<file path="src/rtl/dmem_arbiter.sv">
// Two-port round-robin arbiter/sequencer in front of the shared 64-word data memory.
// Optional out-of-range blocking with error response: define DMEM_ARB_RANGE_CHECK_EN.
module dmem_arbiter #(
  parameter int REG_BITS  = 32,
  parameter int DEPTH     = 64,
  parameter int ADDR_BITS = 6
) (
  input  logic                clk,
  input  logic                rst_n,
  input  logic                m0_req,
  input  logic                m0_we,
  input  logic [REG_BITS-1:0] m0_addr,
  input  logic [REG_BITS-1:0] m0_wdata,
  output logic                m0_gnt,
  output logic                m0_rvalid,
  output logic [REG_BITS-1:0] m0_rdata,
  output logic                m0_err,
  input  logic                m1_req,
  input  logic                m1_we,
  input  logic [REG_BITS-1:0] m1_addr,
  input  logic [REG_BITS-1:0] m1_wdata,
  output logic                m1_gnt,
  output logic                m1_rvalid,
  output logic [REG_BITS-1:0] m1_rdata,
  output logic                m1_err,
  output logic                mem_read,
  output logic                mem_write,
  output logic [REG_BITS-1:0] mem_addr,
  output logic [REG_BITS-1:0] mem_wdata,
  input  logic [REG_BITS-1:0] mem_rdata,
  output logic [1:0]          dbg_state
);

  // Handshake: a requester holds req high with stable fields until its gnt
  // pulse; the matching rvalid pulse follows exactly one cycle after gnt.
  typedef enum logic [1:0] {
    S_IDLE   = 2'd0,
    S_ACCESS = 2'd1,
    S_RESP   = 2'd2
  } state_t;

  state_t r_state;
  state_t w_next;

  logic                     r_last_win;
  logic                     r_win;
  logic                     r_we;
  logic                     r_oor;
  logic [1:0]               r_gnt;
  logic [1:0]               r_rvalid;
  logic [1:0]               r_err;
  logic [1:0][REG_BITS-1:0] r_rdata;
  logic                     r_mem_read;
  logic                     r_mem_write;
  logic [REG_BITS-1:0]      r_mem_addr;
  logic [REG_BITS-1:0]      r_mem_wdata;

  logic                w_any;
  logic                w_win;
  logic                w_sel_we;
  logic [REG_BITS-1:0] w_sel_addr;
  logic [REG_BITS-1:0] w_sel_wdata;
  logic                w_sel_oor;

  // On a tie the port that did not win last time takes the grant.
  always_comb begin
    w_any       = m0_req | m1_req;
    w_win       = (m0_req & m1_req) ? ~r_last_win : m1_req;
    w_sel_we    = w_win ? m1_we    : m0_we;
    w_sel_addr  = w_win ? m1_addr  : m0_addr;
    w_sel_wdata = w_win ? m1_wdata : m0_wdata;
  end

`ifdef DMEM_ARB_RANGE_CHECK_EN
  assign w_sel_oor = (w_sel_addr >= REG_BITS'(DEPTH));
  assign m0_err    = r_err[0];
  assign m1_err    = r_err[1];
`else
  logic w_unused_bits;
  assign w_sel_oor     = 1'b0;
  assign m0_err        = 1'b0;
  assign m1_err        = 1'b0;
  assign w_unused_bits = ^{w_sel_addr[REG_BITS-1:ADDR_BITS], r_err};
`endif

  always_comb begin
    w_next = r_state;
    case (r_state)
      S_IDLE:   if (w_any) w_next = S_ACCESS;
      S_ACCESS: w_next = S_RESP;
      S_RESP:   w_next = S_IDLE;
      default:  w_next = S_IDLE;
    endcase
  end

  always_ff @(posedge clk) begin
    if (!rst_n) r_state <= S_IDLE;
    else        r_state <= w_next;
  end

  // Outputs are loaded one state ahead so that every output is a flop.
  always_ff @(posedge clk) begin
    if (!rst_n) begin
      r_last_win  <= 1'b1;
      r_win       <= 1'b0;
      r_we        <= 1'b0;
      r_oor       <= 1'b0;
      r_gnt       <= '0;
      r_rvalid    <= '0;
      r_err       <= '0;
      r_rdata     <= '0;
      r_mem_read  <= 1'b0;
      r_mem_write <= 1'b0;
      r_mem_addr  <= '0;
      r_mem_wdata <= '0;
    end else begin
      case (r_state)
        S_IDLE: begin
          if (w_any) begin
            r_win       <= w_win;
            r_last_win  <= w_win;
            r_we        <= w_sel_we;
            r_oor       <= w_sel_oor;
            r_gnt       <= w_win ? 2'b10 : 2'b01;
            r_mem_read  <= ~w_sel_we & ~w_sel_oor;
            r_mem_write <= w_sel_we & ~w_sel_oor;
            r_mem_addr  <= REG_BITS'(w_sel_addr[ADDR_BITS-1:0]);
            r_mem_wdata <= w_sel_wdata;
          end
        end
        S_ACCESS: begin
          r_gnt          <= '0;
          r_mem_read     <= 1'b0;
          r_mem_write    <= 1'b0;
          r_rvalid       <= r_win ? 2'b10 : 2'b01;
          r_rdata[r_win] <= (r_we | r_oor) ? '0 : mem_rdata;
          r_err[r_win]   <= r_oor;
        end
        S_RESP: begin
          r_rvalid <= '0;
          r_rdata  <= '0;
          r_err    <= '0;
        end
        default: ;
      endcase
    end
  end

  assign m0_gnt    = r_gnt[0];
  assign m1_gnt    = r_gnt[1];
  assign m0_rvalid = r_rvalid[0];
  assign m1_rvalid = r_rvalid[1];
  assign m0_rdata  = r_rdata[0];
  assign m1_rdata  = r_rdata[1];
  assign mem_read  = r_mem_read;
  assign mem_write = r_mem_write;
  assign mem_addr  = r_mem_addr;
  assign mem_wdata = r_mem_wdata;
  assign dbg_state = r_state;

endmodule

</file>
<file path="config.mk">
export PLATFORM = sky130hd
export DESIGN_NAME = dmem_arbiter
export DESIGN_NICKNAME = d
export VERILOG_FILES = /design/src/rtl/dmem_arbiter.sv
export SDC_FILE = /design/constraint.sdc
export NUM_CORES = 1
export LEC_CHECK = 0
export BUFFER_PORTS_ARGS = -buffer_cell sky130_fd_sc_hd__buf_2
export CORE_AREA = 2 2 119 121
export CTS_CLUSTER_DIAMETER = 30
export DETAILED_ROUTE_END_ITERATION = 8
export DIE_AREA = 0 0 121 123
export PLACE_DENSITY = 0.78
export SETUP_SLACK_MARGIN = 0.5
export SYNTH_ARGS = -nofsm -noshare
export SYNTH_HDL_FRONTEND = slang
export SYNTH_SLANG_ARGS = --single-unit
export TNS_END_PERCENT = 1
</file>
<file path="constraint.sdc">
create_clock -name clk -period 2.2 [get_ports clk]
set_input_delay 0.33 -clock clk [delete_from_list [all_inputs] [get_ports clk]]
set_output_delay 0.33 -clock clk [all_outputs]
set_load 0.005 [all_outputs]
</file>
-- Yosys cells after proc, flatten, opt, wreduce, memory -nomap -nowiden
Cells that the tools add are included.
- output and inout bits: 138
- logic and storage cells: 47
- bits in registers: 113
- bits of input ports: 166
- bitwise gates (word level): 4
- magnitude comparators: 2
- reduce and logical (&&, ||, !) cells: 6
- multiplexer cells: 20
- eq/ne operators: 3
- operators with widths (operator ; number):
    64-bit one-hot mux with 2 select lines ; 1
    32-bit 2-to-1 mux ; 3
    64-bit bitwise mux ; 1
    32-bit demux with 1-bit select ; 1
    2-bit one-hot mux with 2 select lines ; 3
    2-bit 2-to-1 mux ; 4
    6-bit 2-to-1 mux ; 1
    1-bit 2-to-1 mux ; 4
    1-bit one-hot mux with 2 select lines ; 2
    2-bit AND reduction ; 2
    2-bit nonzero test ; 2
    2-bit by 1-bit == test with 1-bit output, second input constant ; 1
    2-bit == test, second input constant ; 1
    2-bit zero test ; 1
    1-bit by 2-bit < comparator with 1-bit output, second input constant ; 1
    2-bit inequality test, second input constant ; 1
    1-bit NOT ; 2
    1-bit bitwise AND ; 1
    1-bit greater-or-equal comparator, second input constant ; 1
    1-bit logical AND ; 1
    1-bit bitwise OR ; 1

-- Longest topological paths before layout
Gate-level depths: netlist of the first run.
- depth after elaboration: 6
- mapped depth: 7
- mapped depth without buffers: 5

-- Worst setup path after synthesis of the first run
OpenSTA, ideal clock, no wires.
- path kind: reg2reg
- start: register r_state[0], in the netlist dbg_state[0]
- end: register r_rdata, in the netlist m0_rdata[10]
- cell stages (with the launch flop): 8
- arrival: 1548 ps
- setup time: 117 ps
- period minus slack after synthesis: 1665 ps
- setup slack: 535 ps
- required time: 2083 ps
- path buffers: 2
- cell sequence: dfxtp_1 > inv_1 > ha_1 > inv_1 > o21a_1 > buf_4 > buf_6 > a22o_1
- longest elaborated chain between the ends: 2
- elaborated cells between the ends (all ways): 4
- those cells by class: 2 x eq/ne; 1 x mux; 1 x reduce/logical
- RTL lines (what ; RTL line ; source):
    start: declaration ; 42 ; state_t r_state;
    start signal: assignment ; 98 ; else r_state <= w_next;
    2-bit == test / 2-bit by 1-bit == test with 1-bit output (equally long branches) ; 117 ; case (r_state)
    64-bit one-hot mux with 2 select lines / 2-bit nonzero test (equally long branches) ; - ;
    end signal: indexed assignment ; 136 ; r_rdata[r_win] <= (r_we | r_oor) ? '0 : mem_rdata;
    end: declaration ; 52 ; logic [1:0][REG_BITS-1:0] r_rdata;
Several ways; a longest one is shown, not always the timed one.
A chain may end at the register's enable or synchronous reset.

-- Worst setup path in the final report of the first run
- start: register r_state[0], in the netlist dbg_state[0]
- end: register r_state[1], in the netlist dbg_state[1]
- longest elaborated chain between the ends: 2
- elaborated cells between the ends (all ways): 4
- those cells by class: 2 x eq/ne; 1 x mux; 1 x reduce/logical
- RTL lines (what ; RTL line ; source):
    2-bit by 1-bit == test with 1-bit output / 2-bit zero test (equally long branches) ; 88 ; case (r_state)
    2-bit one-hot mux with 2 select lines / 2-bit inequality test (equally long branches) ; - ;
Several ways; a longest one is shown, not always the timed one.

==> flow_summary.ini, run 1 <==
[outcome]
status = completed

[drt]
drc = 0
vias = 4477
vias_per_cell = 4.804
drt_wl_total_mm = 13.71
ant_nets = 0
dr.pass1.iters = 5
drtIter0Drc = 217
post_drt_wl_per_cell_um = 14.71

[pwr]
p_leak_nw = 3.136
powerDensity_nw_per_um2 = 1010
power_mw = 6.677
ir_worst_vdd_v = 0.0004960

[worst_setup_path]
critPathArrivalTime_ps = 1890
path_class = flip-flop to flip-flop
crit_fanout = 7
start_kind = flip-flop
rrSetupSlack_ps = 600
ff2ff_path_depth = 5
crit_slowest_cell = nor3b_2
end_kind = flip-flop
r2r_start = dbg_state[0]
slowest_delay_ps = 430
cp_cell_sequence = inv_1 -> ha_4 -> nor3b_2 -> mux2i_1 -> nor2_1
crit_start = dbg_state[0]
required_ps = 2490
timing.rr.end = dbg_state[1]
endpoint = dbg_state[1]

[sta]
setup_viol = 0
tightest_slew_ps = 491.2
whs_ps = 186.9
min_period_ps = 1596
max_freq_mhz = 626.6
hold_viol_final = 0
fin_ws_ps = 604.0
max_slew_margin_pct = 66.90
slew_violations = 0
clock_skew_ps = 7.058
setup_tns_ps = 0
fin_crit_sh_pct = 72.54
rsz0062_at_grt = false

[cts]
path_clk_slew_ps = 50
clkLatencyLatePin_ps = 410
cts_tree = done
clock-sinks = 113
numCtsBuffers = 17
cts_root_buf = clkbuf_16
htreeDepth = 4
cts_buffer_depth = 2
cts_hold_buf = 0

[run]
max_cap_viol_count = 0

[placement]
io_buffers = 223
gp_congestion = 0.7826
pre_cts_ws_ps = 232.5
dpl.hpwl_mm = 9.489

[floorplanning]
core-area_um2 = 13610
start_util_pct = 35.02
num_io_pins = 304
die_y_um = 123
dieArea_um2 = 14880
floorplan.die.width_um = 121
rows = 43

[synthesis]
async_flop_share_pct = 0
ys_ff_latch = 113
synth_edf_count = 0
yosysUniqueCellTypes = 36
avgSynthCellArea_um2 = 9.150
synth_ff_type = dfxtp_1
synthesis.instances = 521
syn_area_um2 = 4767
ys_seq_area_share_pct = 47.45
yosysWarnings = 0

[final_layout]
final_common_cell = buf_2
syn_to_final_growth_pct = 38.64
drive_above_1_share_pct = 37.50
fin_util_pct = 48.55
final_cell_mix = buf_2 (223), dfxtp_1 (111), a21oi_1 (72)
antenna_cells = 0
finalNetCount = 911

[global_routing]
grt_pass1_vias = 4078
grt_max_degree = 55
grt_pass1_wl_mm = 20.25
grt.total_usage_pct = 17.56
antenna_found_initial = 0
globalRouteOverflowTotal = 0

[worst_hold_path]
hp-class = input port to flip-flop
==> power breakdown <==
group / switching [mW] / internal (mW) / leakage (nW)
Combinational: 0.723 / 0.655 / 1.91
Clock: 0.936 / 1.86 / 0.292
Sequential: 0.151 / 2.35 / 0.930
==> registers in the layout (all words and copies together), names as in the netlist, 2 cells and up <==
register / flops
m0_rdata: 32
m1_rdata: 32
mem_wdata: 32
mem_addr: 6
dbg_state: 2
r_rvalid: 2
r_gnt: 2
==> cells by family after synthesis <==
group | synth area share, %
compound gates | 19.61
other cells | 0.07866
buf+inv | 9.632
fa+ha+maj | 1.575
flops | 47.45
simple gates | 13.04
mux | 8.609
==> per-layer routing <==
layer  routed length (um)  vias to the layer above  part of all wire (%)  track usage [%]
met1                 5488                     2056                    40            19.97
met5                    0                        -                     0                0
met2                 6801                      222                    50            30.37
met3                 1152                       20                   8.4            5.581
li1                     -                     2179                     -                -
met4                  267                        0                   1.9            7.413
==> worst min-delay path by stage <==
stage,startpoint,to,cells after the start
global route,mem_rdata[31],m0_rdata[31],2
floorplan,m1_rdata[30],m1_rdata[30],2
finish,mem_rdata[31],m1_rdata[31],3
detailed placement,mem_read,mem_read,2
global placement,m0_rdata[31],m0_rdata[31],1
CTS,mem_rdata[31],m1_rdata[31],3
==> timing repair <==
action / 4_1_cts / 5_1_grt
gates resized for setup: 3 / 14
setup buffers: 0 / 4
endpoints found under the hold margin: 0 / 0
endpoints found under the setup margin: 70 / 103
gates cloned: 0 / 2
==> final cells by class <==
class / count / area, um2
well taps: 180 / 225.2
clock buffers: 22 / 474.2
repair buffers: 238 / 1270
clock inverters: 10 / 132.6
inverters: 5 / 18.77
multi-input cells: 364 / 2223
fillers: 1314 / 7003
flip-flops and latches: 113 / 2265
==> cell usage after synthesis, types with 2 or more instances <==
master	count	area, um2
a22o_1	17	148.9
a2bb2oi_1	14	122.6
nand4_1	2	12.51
inv_1	5	18.77
buf_2	19	95.09
o21a_1	3	22.52
o21ai_0	45	225.2
buf_4	31	232.7
mux2i_1	41	410.4
buf_6	6	67.56
nor2_1	40	150.1
dfxtp_1	113	2262
nand2_1	46	172.7
a21oi_1	72	360.4
ha_1	6	75.07
clkbuf_1	12	45.04
nor2b_1	30	187.7
==> metrics by stage <==
step	instances	instance area, um2
global placement	894	5889
CTS	926	6505
finish	932	6609
detailed placement	894	5889
floorplan	548	4868
global route	932	6609
==> worst max-delay path: cells and delay by family (launching register included) <==
kind | cells | cell delay, ps
flops | 1 | 340
fa+ha+maj | 1 | 210
buf+inv | 1 | 170
mux | 1 | 260
simple gates | 2 | 490
Power figures use the tool's default switching activity.
==> run 2, diff against run 1 <==
--- a/config.mk
+++ b/config.mk
@@ -10,7 +10,7 @@
 export CTS_CLUSTER_DIAMETER = 30
 export DETAILED_ROUTE_END_ITERATION = 8
 export DIE_AREA = 0 0 121 123
-export PLACE_DENSITY = 0.78
+export PLACE_DENSITY = 0.81
 export SETUP_SLACK_MARGIN = 0.5
 export SYNTH_ARGS = -nofsm -noshare
 export SYNTH_HDL_FRONTEND = slang
==> constraint.sdc (replaced) <==
create_clock -name clk -period 1.41 [get_ports clk]
set_input_delay 0.2115 -clock clk [delete_from_list [all_inputs] [get_ports clk]]
set_output_delay 0.2115 -clock clk [all_outputs]
set_load 0.005 [all_outputs]
==> flow_summary.ini, run 2 (synthesis results as in run 1) <==
[outcome]
status = complete, but fails checks
violations = setup timing

[drt]
post_drt_wl_per_cell_um = 15.24
drt_wl_total_mm = 14.40
dr.pass1.iters = 7
ant_nets = 0
drtIter0Drc = 200
vias = 4573
drc = 0
vias_per_cell = 4.839

[global_routing]
grt.total_usage_pct = 18.48
globalRouteOverflowTotal = 0
grt_max_degree = 57
grt_pass1_wl_mm = 21.20
antenna_found_initial = 0
grt_pass1_vias = 4351

[final_layout]
fill_cells = 1155
final_cell_mix = buf_2 (172), dfxtp_2 (83), a21oi_1 (68)
final_common_cell = buf_2
drive_above_1_share_pct = 53.99
finalNetCount = 924
syn_to_final_growth_pct = 55.28
antenna_cells = 0

[cts]
clock-sinks = 113
path_clk_slew_ps = 50
cts_root_buf = clkbuf_16
post_cts_buffers = 0
numCtsBuffers = 17
cts_hold_buf = 0
cts_tree = done
clkLatencyLatePin_ps = 410
htreeDepth = 4
cts_buffer_depth = 2

[worst_setup_path]
crit_fanout = 9
required_ps = 1700
end_kind = flip-flop
r2r_start = dbg_state[1]
endpoint = m0_rdata[2]
ff2ff_path_depth = 6
cp.depth = 6
path_class = flip-flop to flip-flop
crit_start = dbg_state[1]
rrSetupSlack_ps = -50
critPathBufInv = 3
start_kind = flip-flop
slowest_delay_ps = 370
critical_path.top_delay_family = compound AO/OA/AOI/OAI gates
critPathArrivalTime_ps = 1750
timing.rr.end = m0_rdata[2]
cp_cell_sequence = inv_4 -> ha_4 -> inv_2 -> o21a_4 -> buf_12 -> a22o_1
crit_slowest_cell = dfxtp_4

[sta]
setup_tns_ps = -521.6
fin_ws_ps = -47.01
rsz0062_at_grt = true
setup_viol = 18
clock_skew_ps = 5.009
min_period_ps = 1457
max_freq_mhz = 686.3
hold_viol_final = 0
slew_violations = 0
fin_crit_sh_pct = 103.3

[worst_hold_path]
min_from = mem_rdata[31]
hp-class = input port to flip-flop

[floorplanning]
die_y_um = 123
core-area_um2 = 13610
rows = 43
dieArea_um2 = 14880
num_io_pins = 304
start_util_pct = 35.02
floorplan.die.width_um = 121

[pwr]
p_leak_nw = 3.354
ir_worst_vdd_v = 0.0007804
powerDensity_nw_per_um2 = 1511

[placement]
pre_cts_ws_ps = -13.79
gp_congestion = 0.8069
io_buffers = 223
dpl.hpwl_mm = 9.453

[run]
max_cap_viol_count = 0
-- run 2: worst reg2reg max path: cells and delay by family (launching register included) --
family,cells,cell delay [ps]
compound gates,2,460
buf+inv,3,240
fa+ha+maj,1,280
flops,1,370
-- run 2: worst min path at each step --
stage	end	cells after the start
global placement	r_rvalid[0]	2
detailed placement	m0_rdata[31]	1
global route	m1_rdata[31]	3
finish	m1_rdata[31]	3
CTS	m1_rdata[30]	3
floorplan	m1_rdata[30]	2
-- run 2: where the power goes --
part / switching [mW] / internal (mW) / total [mW]
clock network: 1.48 / 2.90 / 4.37
logic: 1.26 / 1.50 / 2.75
registers: 0.310 / 3.75 / 4.06
total: 3.04 / 8.14 / 11.2
-- run 2: repair_timing --
item,4_1_cts,5_1_grt
pin swaps,55,13
gates cloned,0,2
resized for setup,144,49
endpoints found under the setup margin,223,223
-- run 2: through the flow --
stage / util [%] / area [um2] / std cells / hold WS (ps) / power (mW)
after global routing: 54.38 / 7402 / 945 / 49.52 / 11.71
after detailed placement: 44.98 / 6122 / 911 / 454.0 / 6.162
after CTS: 52.35 / 7126 / 943 / 41.86 / 10.95
after floorplan: - / 4890 / 548 / 365.7 / 5.204
final: 54.38 / 7402 / 945 / 64.26 / 11.18
after global placement: 44.98 / 6122 / 911 / 445.0 / 6.106
-- run 2: cell type report --
type                    count  area (um2)  area share (%)
multi-input cells         362        2335           31.54
clock inverters            11       135.1           1.826
repair buffers            253        1843           24.90
inverters                   5       23.77          0.3212
clock buffers              21       470.5           6.356
flip-flops and latches    113        2370           32.01
well taps                 180       225.2           3.043
-- run 2: routing by layer --
| metal | track usage (%) | routed length (um) |
|---|---|---|
| met1 | 20.22 | 5689 |
| met2 | 31.95 | 7103 |
| met3 | 7.242 | 1267 |
| met4 | 7.776 | 343 |
| met5 | 0 | 0 |
